`src/rtl/stupid_machine_pkg.sv`:
```
// Shared definitions for the program loader.
// INSTR_W / MAX_INSTR are the default instruction width and program length;
// loader_state_e is the loader FSM state encoding.
package stupid_machine_pkg;
  localparam int INSTR_W   = 13;
  localparam int MAX_INSTR = 5;
  localparam int WCNT_W    = 3;
  localparam int BCNT_W    = 4;

  typedef enum logic [1:0] {
    IDLE  = 2'd0,
    SHIFT = 2'd1,
    DONE  = 2'd2
  } loader_state_e;
endpackage

```
`src/rtl/instr_piso.sv`:
```
// Parallel-in serial-out shift register, MSB first.
// Ports:
//   clk, reset : clock, synchronous active-high reset (clears register)
//   load       : capture din (wins over shift)
//   shift      : move register one place toward the MSB, zero fill
//   din        : parallel word
//   msb        : current serial bit
module instr_piso #(
  parameter int W = 13
) (
  input  logic         clk,
  input  logic         reset,
  input  logic         load,
  input  logic         shift,
  input  logic [W-1:0] din,
  output logic         msb
);
  logic [W-1:0] sr;

  always_ff @(posedge clk) begin
    if (reset)      sr <= '0;
    else if (load)  sr <= din;
    else if (shift) sr <= {sr[W-2:0], 1'b0};
  end

  assign msb = sr[W-1];
endmodule

```
`src/rtl/program_loader.sv`:
```
// Program loader: accepts instruction words from a host over a valid/ready
// handshake and streams them bit-serially (MSB first) to the processor's
// serial load port.
// Ports:
//   clk, reset     : clock, synchronous active-high reset
//   instr_in       : instruction word from host
//   instr_valid    : host has a word
//   instr_last     : word is the last of the program
//   instr_ready    : loader takes a word this cycle
//   ser_out/ser_en : serial bit and its enable
//   busy           : FSM not idle
//   done           : one-cycle pulse after the final bit of the program
//   word_count     : words fully shifted in this program
//   overflow       : sticky, host offered a word beyond MAX_INSTR
module program_loader #(
  parameter int INSTR_W   = stupid_machine_pkg::INSTR_W,
  parameter int MAX_INSTR = stupid_machine_pkg::MAX_INSTR
) (
  input  logic               clk,
  input  logic               reset,
  input  logic [INSTR_W-1:0] instr_in,
  input  logic               instr_valid,
  input  logic               instr_last,
  output logic               instr_ready,
  output logic               ser_out,
  output logic               ser_en,
  output logic               busy,
  output logic               done,
  output logic [2:0]         word_count,
  output logic               overflow
);
  import stupid_machine_pkg::*;

  loader_state_e state, state_nxt;
  logic [BCNT_W-1:0] bit_cnt;
  logic              last_q;
  logic              bit0, room, xfer, piso_msb;

  // Cycle carrying bit 0 of the current word: the only point in SHIFT where
  // a follow-on word may be taken without a gap.
  assign bit0 = (state == SHIFT) && (bit_cnt == '0);
  // Another word still fits after the one being finished.
  assign room = (int'(word_count) + 1) < MAX_INSTR;
  assign xfer = instr_valid && instr_ready;

  always_comb begin
    state_nxt   = state;
    instr_ready = 1'b0;
    case (state)
      IDLE: begin
        instr_ready = 1'b1;
        if (instr_valid) state_nxt = SHIFT;
      end
      SHIFT: begin
        instr_ready = bit0 && !last_q && room;
        // A transfer on bit 0 keeps us in SHIFT with the new word loaded.
        if (bit0 && !xfer) state_nxt = (last_q || !room) ? DONE : IDLE;
      end
      DONE:    state_nxt = IDLE;
      default: state_nxt = IDLE;
    endcase
  end

  always_ff @(posedge clk) begin
    if (reset) begin
      state      <= IDLE;
      bit_cnt    <= '0;
      last_q     <= 1'b0;
      word_count <= '0;
      overflow   <= 1'b0;
    end else begin
      state <= state_nxt;
      if (xfer) begin
        bit_cnt <= BCNT_W'(INSTR_W - 1);
        last_q  <= instr_last;
      end else if (state == SHIFT && bit_cnt != '0) begin
        bit_cnt <= bit_cnt - 1'b1;
      end
      if (bit0 && int'(word_count) < MAX_INSTR) word_count <= word_count + 3'd1;
      else if (state == DONE)                   word_count <= '0;
      // Ready is held low here only because the program is full.
      if (bit0 && !last_q && !room && instr_valid) overflow <= 1'b1;
    end
  end

  instr_piso #(.W(INSTR_W)) u_piso (
    .clk   (clk),
    .reset (reset),
    .load  (xfer),
    .shift ((state == SHIFT) && !xfer),
    .din   (instr_in),
    .msb   (piso_msb)
  );

  assign ser_en  = (state == SHIFT);
  assign ser_out = ser_en && piso_msb;
  assign busy    = (state != IDLE);
  assign done    = (state == DONE);
endmodule

```
`config.mk`:
```
export PLATFORM = sky130hd
export DESIGN_NAME = program_loader
export DESIGN_NICKNAME = d
export VERILOG_FILES = /design/src/rtl/stupid_machine_pkg.sv /design/src/rtl/instr_piso.sv /design/src/rtl/program_loader.sv
export SDC_FILE = /design/constraint.sdc
export NUM_CORES = 1
export LEC_CHECK = 0
export BUFFER_PORTS_ARGS = -buffer_cell sky130_fd_sc_hd__buf_2
export CORE_ASPECT_RATIO = 1.75
export CORE_MARGIN = 2
export CORE_UTILIZATION = 50
export CTS_CLUSTER_DIAMETER = 60
export DETAILED_ROUTE_END_ITERATION = 10
export PLACE_DENSITY = 0.7
export SYNTH_ARGS = -nofsm -noshare
export SYNTH_HDL_FRONTEND = slang
export SYNTH_SLANG_ARGS = --single-unit
```
`constraint.sdc`:
```
create_clock -name clk -period 2.29 [get_ports clk]
set_input_delay 0.5725 -clock clk [delete_from_list [all_inputs] [get_ports clk]]
set_output_delay 0.5725 -clock clk [all_outputs]
set_load 0.05 [all_outputs]
```
### Yosys cells after proc, flatten, opt, wreduce, memory -nomap -nowiden

Index checks and enable logic that the tools add are counted.

* mux-type cells: 11
* order comparisons: 2
* equality and inequality tests: 4
* reductions and logical operators: 24
* $add $sub $neg: 3

Operator list (number)
* $mux W13: 2
* $logic_and A1 B1 Y1: 11
* $mux W4: 2
* $reduce_bool A2 Y1: 4
* $mux W2: 3
* $mux W3: 2
* $add A3 B1 Y4 const B: 1
* $logic_not A4 Y1: 1
* $lt A4 B3 Y1 const B: 1
* $pmux W2 S2: 1
* $reduce_bool A4 Y1: 1
* $sub A4 B1 Y4 const B: 1
* $add A3 B1 Y3 const B: 1
* $logic_not A1 Y1: 3
* $lt A3 B3 Y1 const B: 1
* $eq A2 B1 Y1 const B: 1
* $eq A2 B2 Y1 const B: 1
* $logic_not A2 Y1: 1
* $ne A2 B1 Y1 const B: 1
* $ne A2 B2 Y1 const B: 1
* $pmux W1 S2: 1
* $reduce_and A2 Y1: 1
* $reduce_or A2 Y1: 1
* $logic_or A1 B1 Y1: 1

* logic and storage cells: 51
* register bits after elaboration: 24

### Depth between registers and ports, before layout

Gate-level depths: netlist of the first run.

* depth after elaboration: 10
* gate-level depth with buffers: 7
* depth with buffers taken out: 6

### By module

From an unflattened synthesis of the first run, not the netlist that was laid out.

* cell total of the unflattened synthesis: 135
* area total of the unflattened synthesis: 1345.0 um2

By module, submodules not included
* program_loader: cells each 78, area an instance 703.2 um2, instances 1, sequential area each 220.2 um2
* instr_piso: cells each 57, area an instance 641.9 um2, instances 1, sequential area each 260.2 um2

### Worst setup path after synthesis of the first run

Ideal clock, no wire load.

* kind: register to output
* start point: reg word_count[0]
* end point: out instr_ready
* buffers on the path: 0
* slack: 24 ps
* arrival: 1693 ps
* stages on the path, launching flop included: 5
* path through: dfxtp_1 > ha_1 > a21boi_1 > o2111a_2 > or2_2

* cells in the longest elaborated chain, start to end: 4

RTL lines
* start, declared: line program_loader.sv:29 `output logic [2:0] word_count,`
* $add A3 B1 Y4: line program_loader.sv:43 `assign room = (int'(word_count) + 1) < MAX_INSTR;`
* $lt A4 B3 Y1: line program_loader.sv:43
* $logic_and A1 B1 Y1: line program_loader.sv:55 `instr_ready = bit0 && !last_q && room;`
* $pmux W1 S2: line program_loader.sv:49 `case (state)`
* end, declared: line program_loader.sv:24 `output logic instr_ready,`

No other way between the ends.

### Final worst setup path of the first run

Same ends and word-level chain as after synthesis.

==> impl_metrics.tcl, run 1 <==
set metrics [dict create \
    area_growth_pct 20.3 \
    skew_ns 0.00285 \
    whs_path_depth 2 \
    p_leak_uw 0.000789 \
    wirelength_um 2450 \
    ir_worst_vdd_mv 0.643 \
    num_rows 23 \
    final_max_slew_viol_count 0 \
    vias 1033 \
    fin_util_pct 63.7 \
    final_common_cell "buf_2" \
    num_antenna_cells 0 \
    run_status "finished, final reports clean" \
    grt_max_degree 16 \
    grt_pass1_wl_um 3960 \
    clkSinkCount 24 \
    ys_types 35 \
    required_ns 1.72 \
    tightest_slew_ns 0.581 \
    dr.pass1.iters 4 \
    io_buffers 25 \
    antenna_found_initial 0 \
    ys_seq_elements 24 \
    p_switching_uw 315 \
    start_util_pct 53.0 \
    synth_nets 148 \
    ys_top_cells_by_area "dfxtp_1, mux2i_1, o211a_1" \
    maxCapViolations 0 \
    layout_min_cycle_time_ns 2.24 \
    clockPowerShare_pct 27.1 \
    post-place-cells 174 \
    synth_edf_count 0 \
    regArea_um2 488 \
    synthesis.instances 128 \
    die_area_um2 2870 \
    arrival_ns 1.67 \
    nFillCells 211 \
    clk_path_buf_depth 2 \
    gp_congestion 0.699 \
    clock_latency_ns 0.26 \
    fp.dieW_um 41.3 \
    die_y_um 69.3 \
    dp_hpwl_um 1820 \
    yosysSeqAreaShare_pct 39.4 \
    yosysTopAreaCell "dfxtp_1" \
    layout-drive-gt1-share_pct 29.0 \
    route.detailed.drc 0 \
    stdcell_area_um2 1470 \
    multi_input_area_um2 684 \
    slew_headroom_pct 61.2 \
    gr-usage-all-layers_pct 19.4 \
    power_frac_seq_pct 46.4 \
    critical_path.max_fanout 7 \
    ios 26 \
    comb_power_share_pct 26.6 \
    mostFrequentLayoutCells "buf_2, dfxtp_1, nand3_1, mux2i_1, o211a_1" \
    instances_no_fill 180 \
    cts-root-buf "clkbuf_8" \
    p_total_uw 1050 \
    p_int_uw 737 \
    avgSynthCellArea_um2 9.53 \
    globalRoute.totalOverflow 0 \
    max_clock_freq_mhz 446 \
    dpl-instance-area_um2 1360 \
    critPathCaptureType "output port" \
    wire_per_inst_um 13.6 \
    r2r_cells 6 \
    power_density_nw_per_um2 717 \
    tritoncts "built" \
    netlist.area_leader.share_pct 39.4 \
    nets 176 \
    final-hold-violation-count 0 \
    synth_flop_cell "dfxtp_1" \
    first_global_vias 1009 \
    swShare_pct 30.0 \
    synth-async-reset-ratio_pct 0 \
    setup_viol 0 \
    cts_buffers 3 \
    crit_type "flop to output port" \
    via_per_inst 5.74 \
    syn-cell-area_um2 1220 \
    cp-start-kind "flop" \
    core_area_um2 2300 \
    antenna_left 0 \
    fin_crit_sh_pct 97.9 \
    drtIter0Drc 25 \
    yosys_warnings 0 \
    path_clk_slew_ns 0.08 \
    holdBufCountCts 0 \
    hold_path_class "flop to flop" \
    hold_slack_ns 0.487 \
    htree_levels 1 \
]
[worst paths after layout]
check,slack (ns),end,from
max,0.05,instr_ready,word_count[0]$_SDFFE_PP0P_
min,0.49,u_piso.sr[0]$_SDFFE_PP0P_,u_piso.sr[0]$_SDFFE_PP0P_
max reg2reg,0.45,u_piso.sr[4]$_SDFFE_PP0P_,word_count[0]$_SDFFE_PP0P_
min reg2reg,0.49,u_piso.sr[0]$_SDFFE_PP0P_,u_piso.sr[0]$_SDFFE_PP0P_
[synth_stat cells (all sizes together) (3+ instances only)]
cell type / count
nand3: 16
a21oi: 6
nor2: 7
buf: 4
ha: 3
clkbuf: 3
o211a: 12
nand2: 4
dfxtp: 24
mux2i: 14
inv: 9
[what timing repair did]
action,CTS,global route
setup buffers,1,1
resized for setup,5,7
endpoints found under the hold margin,0,0
setup endpoints to repair,1,1
pin swaps,1,2
[area by class of cell]
cell class | instances | share of cell area, %
flip-flops and latches | 24 | 33.2
multi-input cells | 88 | 46.6
clock buffers | 4 | 3.75
repair buffers | 30 | 11.8
well taps | 25 | 2.13
inverters | 9 | 2.47
[sequential cells by signal, indices dropped and copies added (netlist names)]
register / cells
u_piso.sr: 13
bit_cnt: 4
word_count: 3
state: 2
last_q: 1
overflow: 1
[power by group through the flow]
stage | sequential [uW] | clock [uW] | combinational (uW)
finish | 488 | 285 | 279
global route | 492 | 307 | 312
CTS | 487 | 292 | 272
detailed placement | 496 | 0 | 264
global placement | 493 | 0 | 255
floorplan | 497 | 0 | 206
[metrics by stage]
stage / setup TNS (ns) / setup slack (ns)
4_1_cts: 0 / 0.00606
5_1_grt: -0.00845 / -0.00845
3_5_place_dp: 0 / 0.190
6_report: 0 / 0.0491
3_3_place_gp: 0 / 0.228
2_1_floorplan: 0 / 0.0243
[kinds of logic after synthesis]
group,count (synthesis),share of synthesized area [%]
AND/OR/NAND/NOR,38,16.7
adder cells (fa/ha/maj),3,3.08
flip-flops,24,39.4
XOR/XNOR,1,0.718
multiplexers,14,11.5
buffers and inverters,16,6.56
AO/OA/AOI/OAI,32,22.1
[layer usage]
metal	track usage, %	wire [um]	part of all wire [%]	vias to the layer above
li1	-	-	-	524
met1	17.3	900	37	478
met2	37.7	1420	58	27
met3	3.85	100	4.1	4
met4	5.38	29	1.2	0
met5	0	0	0	-
[worst max-delay path, stage by stage (launching register included)]
cell and delay, ns:
dfxtp_4 0.38, ha_4 0.17, a21boi_1 0.14, o2111a_2 0.27
or2_2 0.29, buf_8 0.15
(Power assumes the default switching activity.)
==> run 2: changes to the inputs <==
- REMOVE_ABC_BUFFERS: default -> 1
==> run 2 against run 1 <==
First-iteration DRC count stayed put; design area is 0.26% lower; sequential cell count stayed put; worst setup slack worse by 0.0020 ns; wire length is 5.6% higher.
==> impl_metrics.tcl, run 2 (same netlist as run 1, synthesis figures left out) <==
set metrics [dict create \
    required_ns 1.72 \
    critical_path.max_fanout 7 \
    final-hold-violation-count 0 \
    cp-start-kind "flop" \
    grt_pass1_wl_um 3900 \
    via_per_inst 5.71 \
    path_clk_slew_ns 0.09 \
    clk_path_buf_depth 2 \
    slew_headroom_pct 60.3 \
    wirelength_um 2580 \
    dr.pass1.iters 4 \
    route.detailed.drc 0 \
    multi_input_area_um2 674 \
    first_global_vias 986 \
    instances_no_fill 181 \
    tritoncts "built" \
    antenna_found_initial 0 \
    layout-drive-gt1-share_pct 28.8 \
    max_clock_freq_mhz 446 \
    mostFrequentLayoutCells "buf_2, dfxtp_1, nand3_1, mux2i_1, o211a_1" \
    skew_ns 0.00774 \
    die_y_um 69.3 \
    final_common_cell "buf_2" \
    die_area_um2 2870 \
    io_buffers 25 \
    gr-usage-all-layers_pct 19.1 \
    nFillCells 217 \
    clock_latency_ns 0.26 \
    wire_per_inst_um 14.3 \
    htree_levels 1 \
    vias 1034 \
    maxCapViolations 0 \
    regArea_um2 487 \
    fin_crit_sh_pct 97.9 \
    final_max_slew_viol_count 0 \
    globalRoute.totalOverflow 0 \
    critPathCaptureType "output port" \
    nets 177 \
    p_leak_uw 0.000791 \
    crit_type "flop to output port" \
    largest_reg_flops 13 \
    reg_top3 "u_piso.sr: 13 flops, bit_cnt: 4 flops, word_count: 3 flops" \
    cts_buffers 3 \
    start_util_pct 53.0 \
    ir_worst_vdd_mv 0.473 \
    core_area_um2 2300 \
    fin_util_pct 63.6 \
    drtIter0Drc 25 \
    post-place-cells 174 \
    hold_slack_ns 0.481 \
    ios 26 \
    cts-root-buf "clkbuf_8" \
    area_growth_pct 20.0 \
    grt_max_degree 16 \
    tightest_slew_ns 0.595 \
    top_register "u_piso.sr" \
    gp_congestion 0.710 \
    arrival_ns 1.67 \
    setup_viol 0 \
    fp.dieW_um 41.3 \
    num_rows 23 \
    power_density_nw_per_um2 721 \
    hold_path_class "flop to flop" \
    setup_tns_ns 0 \
    run_status "finished, final reports clean" \
    p_total_uw 1060 \
    clkSinkCount 24 \
    layout_min_cycle_time_ns 2.24 \
    num_antenna_cells 0 \
    dp_hpwl_um 1850 \
    antenna_left 0 \
    holdBufCountCts 0 \
]
-- run 2: critical path, cell delays in order (launching register included) --
cell      delay [ns]
dfxtp_4         0.38
ha_4            0.17
a21boi_1        0.14
o2111a_2        0.28
or2_2           0.29
buf_8           0.16
-- run 2: final cells by class --
cell class / count / share of cell area, %
Sequential cell: 24 / 33.2
Tap cell: 25 / 2.14
Multi-Input combinational cell: 88 / 46.1
Inverter: 9 / 2.48
Timing Repair Buffer: 31 / 12.3
Clock buffer: 4 / 3.76
-- run 2: through the flow --
step | worst slack (ns) | area (um^2)
after floorplan | -0.0328 | 1180
after global placement | 0.237 | 1360
after detailed placement | 0.194 | 1360
after CTS | 0.0216 | 1430
after global routing | -0.00626 | 1460
final | 0.0470 | 1460
-- run 2: worst paths after layout --
kind / start / end / slack [ns] / cells past startpoint
setup reg to reg: bit_cnt[0]$_SDFFE_PP0P_ / u_piso.sr[10]$_SDFFE_PP0P_ / 0.41 / 8
hold reg to reg: u_piso.sr[0]$_SDFFE_PP0P_ / u_piso.sr[0]$_SDFFE_PP0P_ / 0.48 / 2
hold / removal: u_piso.sr[0]$_SDFFE_PP0P_ / u_piso.sr[0]$_SDFFE_PP0P_ / 0.48 / 2
setup / recovery: word_count[0]$_SDFFE_PP0P_ / instr_ready / 0.05 / 5
-- run 2: timing repair --
item	CTS	global route
setup endpoints to repair	1	1
resized for setup	6	4
pin swaps	1	2
endpoints found under the hold margin	0	0
setup buffers	1	2
-- run 2: where the power goes --
part           switching (uW)  total (uW)  leakage (uW)  internal (uW)
Combinational             156         282      0.000562            126
Sequential               29.9         488      0.000199            458
Clock                     132         285     0.0000288            153
Total                     318        1060      0.000791            738
-- run 2: routing by layer --
metal	vias up	global-route usage (%)	routed length, um
met3	2	2.88	59
met5	-	0	0
met2	16	34.9	1470
met1	490	19.1	1030
met4	0	7.53	24
li1	526	-	-
